[src/rtl/vga_sync_gen.sv]
// VGA timing master: pixel-rate divider, X/Y position counters and
// registered sync / display-enable / strobe outputs.
//
// Ports:
//   clk           system clock
//   rst           asynchronous active-high reset
//   en            run enable; all state holds while low
//   CounterX      current pixel column, 0..H_TOTAL-1
//   CounterY      current line, 0..V_TOTAL-1
//   inDisplayArea high inside the visible region
//   vga_hs/vga_vs sync pins, polarity set by SYNC_ACTIVE_LOW
//   pix_tick      one-clk strobe after each counter advance
//   frame_start   pix_tick that lands on (0,0)
module vga_sync_gen #(
  parameter int CLK_DIV         = 4,
  parameter int H_ACTIVE        = 640,
  parameter int H_FP            = 16,
  parameter int H_SYNC          = 96,
  parameter int H_BP            = 48,
  parameter int V_ACTIVE        = 480,
  parameter int V_FP            = 10,
  parameter int V_SYNC          = 2,
  parameter int V_BP            = 33,
  parameter int SYNC_ACTIVE_LOW = 1
) (
  input  logic       clk,
  input  logic       rst,
  input  logic       en,
  output logic [9:0] CounterX,
  output logic [9:0] CounterY,
  output logic       inDisplayArea,
  output logic       vga_hs,
  output logic       vga_vs,
  output logic       pix_tick,
  output logic       frame_start
);

  localparam int H_TOTAL = H_ACTIVE + H_FP + H_SYNC + H_BP;
  localparam int V_TOTAL = V_ACTIVE + V_FP + V_SYNC + V_BP;
  localparam int DW      = (CLK_DIV > 1) ? $clog2(CLK_DIV) : 1;

  localparam logic [DW-1:0] DIV_LAST = DW'(CLK_DIV - 1);
  localparam logic [9:0] H_LAST  = 10'(H_TOTAL - 1);
  localparam logic [9:0] V_LAST  = 10'(V_TOTAL - 1);
  localparam logic [9:0] H_ACT   = 10'(H_ACTIVE);
  localparam logic [9:0] V_ACT   = 10'(V_ACTIVE);
  localparam logic [9:0] HS_BEG  = 10'(H_ACTIVE + H_FP);
  localparam logic [9:0] HS_END  = 10'(H_ACTIVE + H_FP + H_SYNC);
  localparam logic [9:0] VS_BEG  = 10'(V_ACTIVE + V_FP);
  localparam logic [9:0] VS_END  = 10'(V_ACTIVE + V_FP + V_SYNC);
  localparam logic       SAL     = (SYNC_ACTIVE_LOW != 0);

  logic [DW-1:0] div_q, div_d;
  logic [9:0]    x_q, x_d;
  logic [9:0]    y_q, y_d;
  logic          de_q, de_d;
  logic          hs_q, hs_d;
  logic          vs_q, vs_d;
  logic          tick_q, tick_d;
  logic          fs_q, fs_d;
  logic          adv;

  always_comb begin
    adv    = en && (div_q == DIV_LAST);
    div_d  = div_q;
    x_d    = x_q;
    y_d    = y_q;
    if (en) begin
      div_d = adv ? '0 : div_q + DW'(1);
    end
    if (adv) begin
      if (x_q == H_LAST) begin
        x_d = '0;
        y_d = (y_q == V_LAST) ? '0 : y_q + 10'd1;
      end else begin
        x_d = x_q + 10'd1;
      end
    end
    // Derived outputs use the next counter pair so they register
    // on the same edge as the counters and never lag by a pixel.
    de_d   = (x_d < H_ACT) && (y_d < V_ACT);
    hs_d   = ((x_d >= HS_BEG) && (x_d < HS_END)) ^ SAL;
    vs_d   = ((y_d >= VS_BEG) && (y_d < VS_END)) ^ SAL;
    tick_d = adv;
    fs_d   = adv && (x_d == '0) && (y_d == '0);
  end

  always_ff @(posedge clk or posedge rst) begin
    if (rst) begin
      div_q  <= '0;
      x_q    <= '0;
      y_q    <= '0;
      de_q   <= 1'b1;
      hs_q   <= SAL;
      vs_q   <= SAL;
      tick_q <= 1'b0;
      fs_q   <= 1'b0;
    end else begin
      div_q  <= div_d;
      x_q    <= x_d;
      y_q    <= y_d;
      de_q   <= de_d;
      hs_q   <= hs_d;
      vs_q   <= vs_d;
      tick_q <= tick_d;
      fs_q   <= fs_d;
    end
  end

  assign CounterX      = x_q;
  assign CounterY      = y_q;
  assign inDisplayArea = de_q;
  assign vga_hs        = hs_q;
  assign vga_vs        = vs_q;
  assign pix_tick      = tick_q;
  assign frame_start   = fs_q;

endmodule

[config.mk]
export PLATFORM = sky130hd
export DESIGN_NAME = vga_sync_gen
export DESIGN_NICKNAME = d
export VERILOG_FILES = /design/src/rtl/vga_sync_gen.sv
export SDC_FILE = /design/constraint.sdc
export NUM_CORES = 1
export LEC_CHECK = 0
export ABC_AREA = 1
export BUFFER_PORTS_ARGS = -buffer_cell sky130_fd_sc_hd__buf_2
export CAP_MARGIN = 20
export CORE_MARGIN = 10
export CORE_UTILIZATION = 50
export CTS_CLUSTER_DIAMETER = 150
export DETAILED_ROUTE_END_ITERATION = 7
export GPL_TIMING_DRIVEN = 0
export MAX_ROUTING_LAYER = met4
export PLACE_DENSITY = 0.75
export SETUP_SLACK_MARGIN = 0.02
export SYNTH_ARGS = -nofsm -noshare
export SYNTH_HDL_FRONTEND = slang
export SYNTH_SLANG_ARGS = --single-unit
[constraint.sdc]
create_clock -name clk -period 1.7 [get_ports clk]
set_input_delay 0.34 -clock clk [delete_from_list [all_inputs] [get_ports clk]]
set_output_delay 0.34 -clock clk [all_outputs]
set_load 0.005 [all_outputs]
* Word-level counts from Yosys, hierarchy flattened
Index checks and enable logic that the tools add are counted.
Word-level totals: register bits after elaboration 27, bits of input ports 3, output and inout bits 25
Operators by class: $add $sub $neg 3, $lt $le $gt $ge 6, eq/ne operators 3, mux-type cells 6, bitwise logic cells 2, reduce and logical (&&, ||, !) cells 8
Operators by type and width (number):
- 10-bit two-way mux | 5
- 10-bit by 1-bit adder with 10-bit output, second input constant | 2
- 10-bit == test, second input constant | 2
- 10-bit zero test | 2
- 10-bit less-than comparator, second input constant | 2
- 10-bit by 9-bit less-than comparator with 1-bit output, second input constant | 2
- 10-bit greater-or-equal comparator, second input constant | 1
- 10-bit by 9-bit greater-or-equal comparator with 1-bit output, second input constant | 1
- 1-bit logical AND | 6
- 2-bit by 1-bit adder with 2-bit output, second input constant | 1
- 2-bit == test, second input constant | 1
- 2-bit two-way mux | 1
- 1-bit inverter | 2

* Longest topological paths before layout
Gate-level depths: netlist of the first run.
word-level depth 7, depth in mapped cells 12

* Least setup slack after synthesis of the first run
No wires, ideal clock.
path type reg-to-reg, start point register x_q[0], in the netlist CounterX[0], end point register vs_q, in the netlist vga_vs, library setup time 0.077 ns, arrival 1.609 ns, setup slack 0.014 ns, stages on the path, launching flop included 13, path buffers 0, clock period less this slack 1.686 ns, cells stage by stage dfrtp_1 > ha_1 > nand2_2 > nor2_8 > nand3_4 > nor2_8 > nand2_2 > nand2_1 > nand2_2 > nor2_2 > nand3_1 > nor2_1 > nand2_1
Between the ends: longest elaborated chain between the ends 6, elaborated cells on any way between the ends 7
RTL lines:
- start, declared | RTL line 54 | logic [9:0] x_q, x_d;
- start signal, assigned | RTL line 91 | x_q <= '0;
- start signal, assigned | RTL line 100 | x_q <= x_d;
- 10-bit == test * | RTL line 72 | if (x_q == H_LAST) begin
- 10-bit two-way mux * | RTL line 72
- 10-bit two-way mux * | RTL line 71 | if (adv) begin
- 10-bit by 9-bit greater-or-equal comparator with 1-bit output or 10-bit by 9-bit less-than comparator with 1-bit output (tied branches) | RTL line 83 | vs_d = ((y_d >= VS_BEG) && (y_d < VS_END)) ^ SAL;
- 1-bit logical AND * | RTL line 83
- 1-bit inverter (no line) *
- net vs_d | RTL line 58 | logic vs_q, vs_d;
- end signal, assigned | RTL line 104 | vs_q <= vs_d;
- end, declared | RTL line 58
Mark *: on every way through the listed nets, which the timed path passes. The rest lies on a longest branch. A chain may end at the register's enable or synchronous reset.

* Worst setup path in the final report of the first run
start point register x_q[0], in the netlist CounterX[0], end point register fs_q, in the netlist frame_start
Between the ends: longest elaborated chain between the ends 6, elaborated cells on any way between the ends 10
RTL lines:
- 10-bit by 1-bit adder with 10-bit output or 10-bit == test (tied branches) | RTL line 76, 72
- 10-bit two-way mux | RTL line 72
- 10-bit two-way mux | RTL line 71
- 10-bit zero test | RTL line 85 | fs_d = adv && (x_d == '0) && (y_d == '0);
- 1-bit logical AND | RTL line 85
- 1-bit logical AND * | RTL line 85
- net fs_d | RTL line 60 | logic fs_q, fs_d;
- end signal, assigned | RTL line 106 | fs_q <= fs_d;
- end, declared | RTL line 60
Marks and branches as above.

==> summary by stage, run 1 <==
Outcome
The flow ran to the end, but the final reports show violations. The final reports fail on setup timing.

Final layout
The final cell area excluding filler cells is 2180 µm². Leaving out fill and tap cells, the most frequent cell in the layout is nand2_1. The share of layout cells above drive strength 1 is 35.9%. The filler cells instantiated in the layout total 250. The layout net count is 284. In the layout the commonest cells are nand2_1 (56), inv_1 (37), buf_2 (27).

The number of antenna diodes in the final layout is 0. Excluding fillers, the count of instances in the completed layout stands at 320. The area overhead of the layout relative to synthesis is 30.2%.

Route
The iteration-0 DRC count of the detailed router is 120. The detailed-route vias per instance is 4.97. Dividing the detail-routed wire length by the instance count gives 13.2 µm.

The routed design has 4220 µm of wire. The total DRC errors in the routed layout is 0. The detail route stage leaves a number of antenna-violating nets equal to 0. The first detailed-routing pass ran for 5 iterations. The detailed router placed 1,591 vias in this run.

Setup path
For this design, the slowest cell found on the critical path is dfrtp_2. By startpoint and endpoint, the worst setup path is classified as reg -> reg. The largest single stage delay on the critical path is 420 ps. In this run the worst path has a maximum fanout of 7.

The required time at the worst-slack endpoint is 1940 ps. STA classifies the critical path startpoint as a flip-flop. At the worst endpoint, the arrival time is 2060 ps. The worst setup path is captured at a flip-flop.

The critical path goes through ha_4 > nand2_4 > nor2_8 > nand4_4 > buf_4 > buf_4 > o21ai_0 > nand2_1 > nand2_1 > nor2_1 > nand3_1 > nor2_1.

GRT
The maximum number of pins on one net before global-route repair is 28. The initial antenna violation count is 0. The global-route usage over all layers is 14.0%. The total overflow left after global routing is 0.

The number of global-route vias before repair is 1,538. The wire length of the first global-routing pass is 7000 µm.

CTS
The total clock buffers created by CTS is 3. The deepest level of the CTS H-tree is 1. Counting along the longest clock path gives a buffer depth of 2.

TritonCTS built the clock tree. CTS saw 27 sinks. The clock network latency to the later pin of the worst-skew pair is 330 ps. The clock-pin slew of the registers on the worst-case setup and hold paths is 140 ps.

The master cell of the clock root buffer is clkbuf_4.

Place
The number of input and output port buffers inserted is 27. Detailed placement ended at an HPWL of 3030 µm. The number of placed instances, taps included, is 300. The placed standard-cell area is 1890 µm².

The pre-CTS setup slack is -180 ps. The weighted congestion at the end of routability-driven global placement is 0.857.

Floorplanning
Pin placement for this block handled 28 I/O pins. The area of the die is 6070 µm². The number of standard-cell rows in the floorplan is 20. The area of the placeable core is 3130 µm². The width of the die is 77.9 µm. The initial utilization of the core area, before any placement, comes to 53.6%.

The floorplan die height is 77.9 µm.

Job
Across the run, the number of max-cap violations was 0.

Yosys
The number of storage elements in the synthesis netlist is 27. The cell area after technology mapping is 1680 µm². The number of instances in the synthesized netlist is 229. In the post-synthesis netlist, the biggest area contributors are dfrtp_1 (36%), nand2_1 (14%), inv_1 (9.2%), nand3_1 (6.6%), nor2_1 (5.8%). The number of different library cells used by synthesis comes to 27. The number of nets handed over by synthesis was 236. The Yosys step of the flow raised 0 warnings.

The dominant cell type by area after synthesis is dfrtp_1. The share of the synthesized area in the top cell type is 35.8%. Sequential cells were found to cover 40.5% of the synthesized design area. Each instance of the synthesized netlist takes up on average 7.32 µm².

STA
Setup violations remaining at the end of the flow were counted as 3. The post-layout worst setup margin is -117 ps. Timing would allow up to 550 MHz. The transition time at the pin with the least slew margin is 399 ps. The minimum period implied by the final worst setup slack is 1820 ps. Across the routed clock network, the largest skew measured is 5.31 ps. Setup repair after global routing could not meet its margin everywhere. The final critical path takes up 107% of the cycle. The max-slew violation count came to 0. Headroom to the max-slew limit came out at 73.4%. The number of failing hold endpoints at the final stage came to 0.

Power
The maximum resistive drop on vdd is 576 µV. For this design the ratio of total power to cell area is 740 nW/µm². The analysis attributes to cell leakage a power of 1.14 nW.

Min path
The path class of the tightest hold or removal check is in -> reg.
[cells in the mapped netlist]
| cell | count |
|---|---|
| buf_4 | 1 |
| nor2_8 | 2 |
| nor4_1 | 1 |
| inv_4 | 1 |
| inv_2 | 2 |
| o21ai_0 | 7 |
| nand2_2 | 6 |
| ha_1 | 4 |
| nor2_4 | 2 |
| a21oi_1 | 2 |
| nor2_1 | 26 |
| nand2_1 | 62 |
| inv_1 | 41 |
| xnor2_1 | 1 |
| nand2_4 | 1 |
| o21bai_1 | 1 |
| nor2_2 | 4 |
| dfstp_2 | 3 |
| o31ai_1 | 1 |
| nand3_4 | 1 |
| mux2_2 | 1 |
| o21ai_1 | 2 |
| nand4_1 | 8 |
| dfrtp_1 | 24 |
| nand3_1 | 22 |
| nor3_1 | 2 |
| nand4_4 | 1 |
[routing by layer]
metal | share of wire, % | up-vias | track usage [%]
met3 | 4.2 | 5 | 2.53
met5 | 0 | - | -
li1 | - | 809 | -
met2 | 48 | 33 | 21.8
met1 | 46 | 744 | 18.1
met4 | 1.4 | 0 | 4.30
[sequential cells by signal, summed over array words and instances, names as in the netlist]
| register | cells |
|---|---|
| frame_start | 1 |
| CounterY | 10 |
| div_q | 2 |
| inDisplayArea | 1 |
| vga_hs | 1 |
| CounterX | 10 |
| pix_tick | 1 |
| vga_vs | 1 |
[worst paths after layout]
path | from | to | slack, ps | cells after the start
min in group asynchronous | rst | CounterY[3] | 530 | 3
worst max-delay path | CounterX[0] | frame_start | -120 | 12
worst min register to register | div_q[1] | div_q[1] | 600 | 1
worst max register to register | CounterX[0] | frame_start | -120 | 12
worst min-delay path | en | div_q[0] | 310 | 2
max in group asynchronous | rst | vga_hs | 670 | 4
[through the flow]
step	hold slack [ps]	utilization, %	setup TNS, ps	total power, W
after floorplan	390	-	0	0.00109
after global placement	496	60.3	-392	0.00122
after detailed placement	503	60.3	-477	0.00123
after CTS	265	65.0	-113	0.00156
after global routing	319	69.8	-769	0.00173
final	309	69.8	-144	0.00162
[power breakdown]
part | total [W] | switching (W) | internal [W] | leakage [nW]
sequential | 0.000815 | 0.0000904 | 0.000725 | 0.286
clock | 0.000277 | 0.000185 | 0.0000920 | 0.0150
combinational | 0.000524 | 0.000289 | 0.000235 | 0.842
total | 0.00162 | 0.000565 | 0.00105 | 1.14
[cells by family after synthesis]
family	Yosys count	share of synthesized area, %
AND/OR/NAND/NOR	138	40.7
adder cells (fa/ha/maj)	4	2.99
flip-flops	27	40.5
AO/OA/AOI/OAI	13	4.18
XOR/XNOR	1	0.522
buffers and inverters	45	10.4
multiplexers	1	0.672
[area by class of cell]
class | instances | area, µm² | share of cell area (%)
Buffer | 1 | 7.51 | 0.344
Multi-Input combinational cell | 157 | 967 | 44.3
Timing Repair Buffer | 43 | 278 | 12.7
Sequential cell | 27 | 682 | 31.2
Clock buffer | 4 | 26.3 | 1.20
Inverter | 44 | 168 | 7.68
Tap cell | 44 | 55.1 | 2.52
[critical path, delay by kind of cell, from the launching register on]
family | cells | cell delay, ps
compound gates | 1 | 130
fa+ha+maj | 1 | 150
buf+inv | 2 | 300
flops | 1 | 420
simple gates | 8 | 720
[timing repair]
| item | in CTS | in global routing |
|---|---|---|
| hold buffers | 0 | 1 |
| buffers inserted | 11 | 3 |
| gates resized for setup | 12 | 25 |
| endpoints found under the setup margin | 5 | 11 |
| hold endpoints to repair | 0 | 6 |
| pin swaps | 17 | 20 |
No activity file was read; power rests on OpenSTA's default activity.
==> run 2: changes to the inputs <==
- TNS_END_PERCENT: unset -> 5
==> run 2 against run 1 <==
  * Clock power increased by 2%
  * Total power decreased by 2.3%
  * First-iteration DRC count increased by 9.2%
  * Design area decreased by 4.1%
  * Clock-buffer cell count unchanged
  * Die area unchanged
  * Worst setup slack improved by 51 ps
  * Via count decreased by 0.13%
  * Non-clock buffer count decreased by 4
  * Largest power group unchanged
  * Fmax increased by 2.9%
  * The flow still finishes with violations (setup timing)
==> summary by stage, run 2 (synthesis results as in run 1) <==
Floorplanning
The area of the die is 6070 µm² (unchanged). The initial cell density of the core is 53.6% (unchanged). The top-level I/O count came to 28 (unchanged). The floorplan die height is 77.9 µm (unchanged). The width of the die is 77.9 µm (unchanged). The area of the placeable core is 3130 µm² (unchanged). The number of standard-cell rows in the floorplan is 20 (unchanged).

Power
The power density normalized to cell area is 754 nW/µm² (was 740 nW/µm²). The leakage power total came to 1.11 nW (was 1.14 nW). The maximum resistive drop on vdd came to 537 µV (was 576 µV).

STA
The max-slew violation count is 0 (unchanged). The post-layout worst setup margin is -65.7 ps (was -117 ps). The minimum period implied by the final worst setup slack came to 1770 ps (was 1820 ps). The ratio of final minimum period to clock period is 104% (was 107%). The setup skew after layout was 3.14 ps (was 5.31 ps). The number of endpoints failing setup at the final stage is 3 (unchanged). The normalized max-slew margin is 72.9% (was 73.4%).

The transition time at the pin with the least slew margin came to 406 ps (was 399 ps). The number of failing hold endpoints at the final stage is 0 (unchanged). The upper clock frequency limit is 566 MHz (was 550 MHz). RSZ-0062 raised after global routing: true (unchanged).

Route
The routed wirelength normalized by instance count is 13.3 µm (was 13.2 µm). The total iterations of the first detailed-routing run was 5 (unchanged). The number of nets with antenna violations after routing is 0 (unchanged).

The iteration-0 DRC count of the detailed router is 131 (was 120). The detailed-route vias per instance is 5.03 (was 4.97). The total via count in the routed design is 1,589 (was 1,591). The total DRC errors in the routed layout is 0 (unchanged). The final wirelength is 4200 µm (was 4220 µm).

Final layout
The filler cell count is 270 (was 250). The layout net count came to 280 (was 284). The filler-free cell count of the finished design is 316 (was 320). The final antenna diode count is 0 (unchanged). The share of layout cells above drive strength 1 came to 31.6% (was 35.9%). The most common library cell in the layout ignoring fill and taps is nand2_1 (unchanged). Commonest non-fill, non-tap cells in the layout: nand2_1 (58), inv_1 (38), buf_2 (27) (was nand2_1 (56), inv_1 (37), buf_2 (27)). The area overhead of the layout relative to synthesis is 24.9% (was 30.2%). The final cell area excluding filler cells is 2090 µm² (was 2180 µm²).

CTS
The master cell of the clock root buffer is clkbuf_4 (unchanged). The clock network latency to the later pin of the worst-skew pair is 330 ps (about the same). The deepest level of the CTS H-tree is 1 (unchanged). The clock tree from TritonCTS is yes (unchanged). The clock sink count was 27 (unchanged). The total clock buffers created by CTS came to 3 (unchanged). The worst-case clock buffer depth is 2 (unchanged). The clock-pin slew of the registers on the worst-case setup and hold paths was 140 ps (about the same).

Setup path
The kind of end point of the critical path is a flip-flop (unchanged). The path depth of the worst reg2reg path was 11 (was 12). The delay contributed by the slowest stage of the critical path was 420 ps (about the same). The critical-path maximum fanout is 8 (was 7). The startpoint of the most critical setup path is CounterX[0] (unchanged).

The critical path arrival is 2040 ps (was 2060 ps). The critical path startpoint category is a flip-flop (unchanged). The origin of the critical flop-to-flop path was CounterX[0] (unchanged). The worst path buffer plus inverter count was 0 (was 2). The worst-case register-to-register setup slack was -70 ps (was -120 ps). Sequence of cells on the critical path: ha_4 > nand2_4 > nor2_8 > nand3_4 > nor2_8 > nor2_1 > nor2_1 > nand3_1 > nor2_2 > nand3_1 > nor2_1 (was ha_4 > nand2_4 > nor2_8 > nand4_4 > buf_4 > buf_4 > o21ai_0 > nand2_1 > nand2_1 > nor2_1 > nand3_1 > nor2_1).

The worst reg2reg path endpoint is frame_start (unchanged). The required time at the worst-slack endpoint came to 1970 ps (was 1940 ps). The kind of critical path is reg -> reg (unchanged). In this design, the critical path's most frequently occurring cell is nor2_1. The slowest library cell on the worst path is dfrtp_2 (unchanged).

The cell family with the largest share of critical-path delay is simple AND/OR/NAND/NOR gates (unchanged).

GRT
The wire length of the first global-routing pass came to 7000 µm (about the same). The global-route usage over all layers was 14.0% (unchanged). The number of global-route vias before repair is 1,532 (was 1,538). The maximum number of pins on one net before global-route repair is 28 (unchanged). The residual overflow from global routing was 0 (unchanged).

The initial antenna violation count is 0 (unchanged).

Place
The total placed cells including tap cells is 300 (unchanged). The HPWL after detailed placement is 3030 µm (unchanged). The weighted congestion at the end of routability-driven global placement is 0.857 (unchanged). The placed standard-cell area is 1890 µm² (unchanged). The number of input and output port buffers inserted is 27 (unchanged).

Min path
The startpoint of the worst hold path is en (unchanged). The worst hold path stage count is 2 (unchanged). The end point of the worst hold path is div_q[0] (unchanged). The path type of the worst min-delay path is in -> reg (unchanged).

Job
The number of violations of the max-capacitance limit is 0 (unchanged).

Outcome
Violations in the final reports: setup timing (unchanged). Result of the run: finished, violations left (unchanged).
-- run 2: cell types whose count changed in the layout (fill, tap and decap cells not counted), moves of 2 or more --
cell,delta
nand3_1,+5
buf_4,-4
nand3_2,-4
nand2_1,+2
-- run 2: how the worst max path moves through the flow --
stage | cells past startpoint | endpoint | slack (ps)
after global routing | 12 | frame_start | -250
after floorplan | 12 | vga_vs | 50
final | 11 | frame_start | -70
after global placement | 9 | frame_start | -150
after detailed placement | 9 | frame_start | -180
after CTS | 12 | frame_start | -50
-- run 2: layout make-up --
type	count	area [µm²]	area share, %
Inverter	44	168	8.01
Sequential cell	27	682	32.6
Multi-Input combinational cell	157	907	43.3
Tap cell	44	55.1	2.63
Timing Repair Buffer	39	248	11.8
Buffer	1	7.51	0.359
Clock buffer	4	26.3	1.26
-- run 2: layer usage --
| layer | vias up | share of wire (%) | routed length (µm) | GRT usage (%) |
|---|---|---|---|---|
| li1 | 800 | - | - | - |
| met1 | 734 | 45 | 1900 | 18.1 |
| met2 | 46 | 48 | 2000 | 21.8 |
| met3 | 9 | 5.4 | 226 | 2.53 |
| met4 | 0 | 1.7 | 72 | 4.30 |
| met5 | - | 0 | 0 | - |
-- run 2: what timing repair did --
action                                 4_1_cts  5_1_grt
endpoints found under the hold margin        0        6
hold buffers                                 0        1
resized for setup                           12       12
pin swaps                                   17       16
setup endpoints to repair                    5       11
setup buffers                               10        0
-- run 2: stage by stage --
step	setup slack [ps]	TNS [ps]	utilization (%)	hold WS [ps]	total power (W)
after floorplan	52.4	0	-	390	0.00109
after global placement	-151	-392	60.3	496	0.00122
after detailed placement	-180	-477	60.3	503	0.00123
after CTS	-54.1	-114	64.7	265	0.00156
after global routing	-247	-756	66.9	287	0.00168
final	-65.7	-144	66.9	270	0.00158
-- run 2: where the power goes --
| part | switching (W) | leakage, nW | total, W | internal [W] |
|---|---|---|---|---|
| Clock | 0.000190 | 0.0150 | 0.000283 | 0.0000923 |
| Combinational | 0.000273 | 0.805 | 0.000490 | 0.000218 |
| Sequential | 0.0000819 | 0.286 | 0.000806 | 0.000724 |
-- run 2: worst reg2reg max path: stages (launching register included) --
cell     delay (ps)
dfrtp_2         420
ha_4            150
nand2_4          60
nor2_8          150
nand3_4         140
nor2_8          180
nor2_1           70
nor2_1          130
nand3_1         120
nor2_2          100
nand3_1          70
nor2_1          120
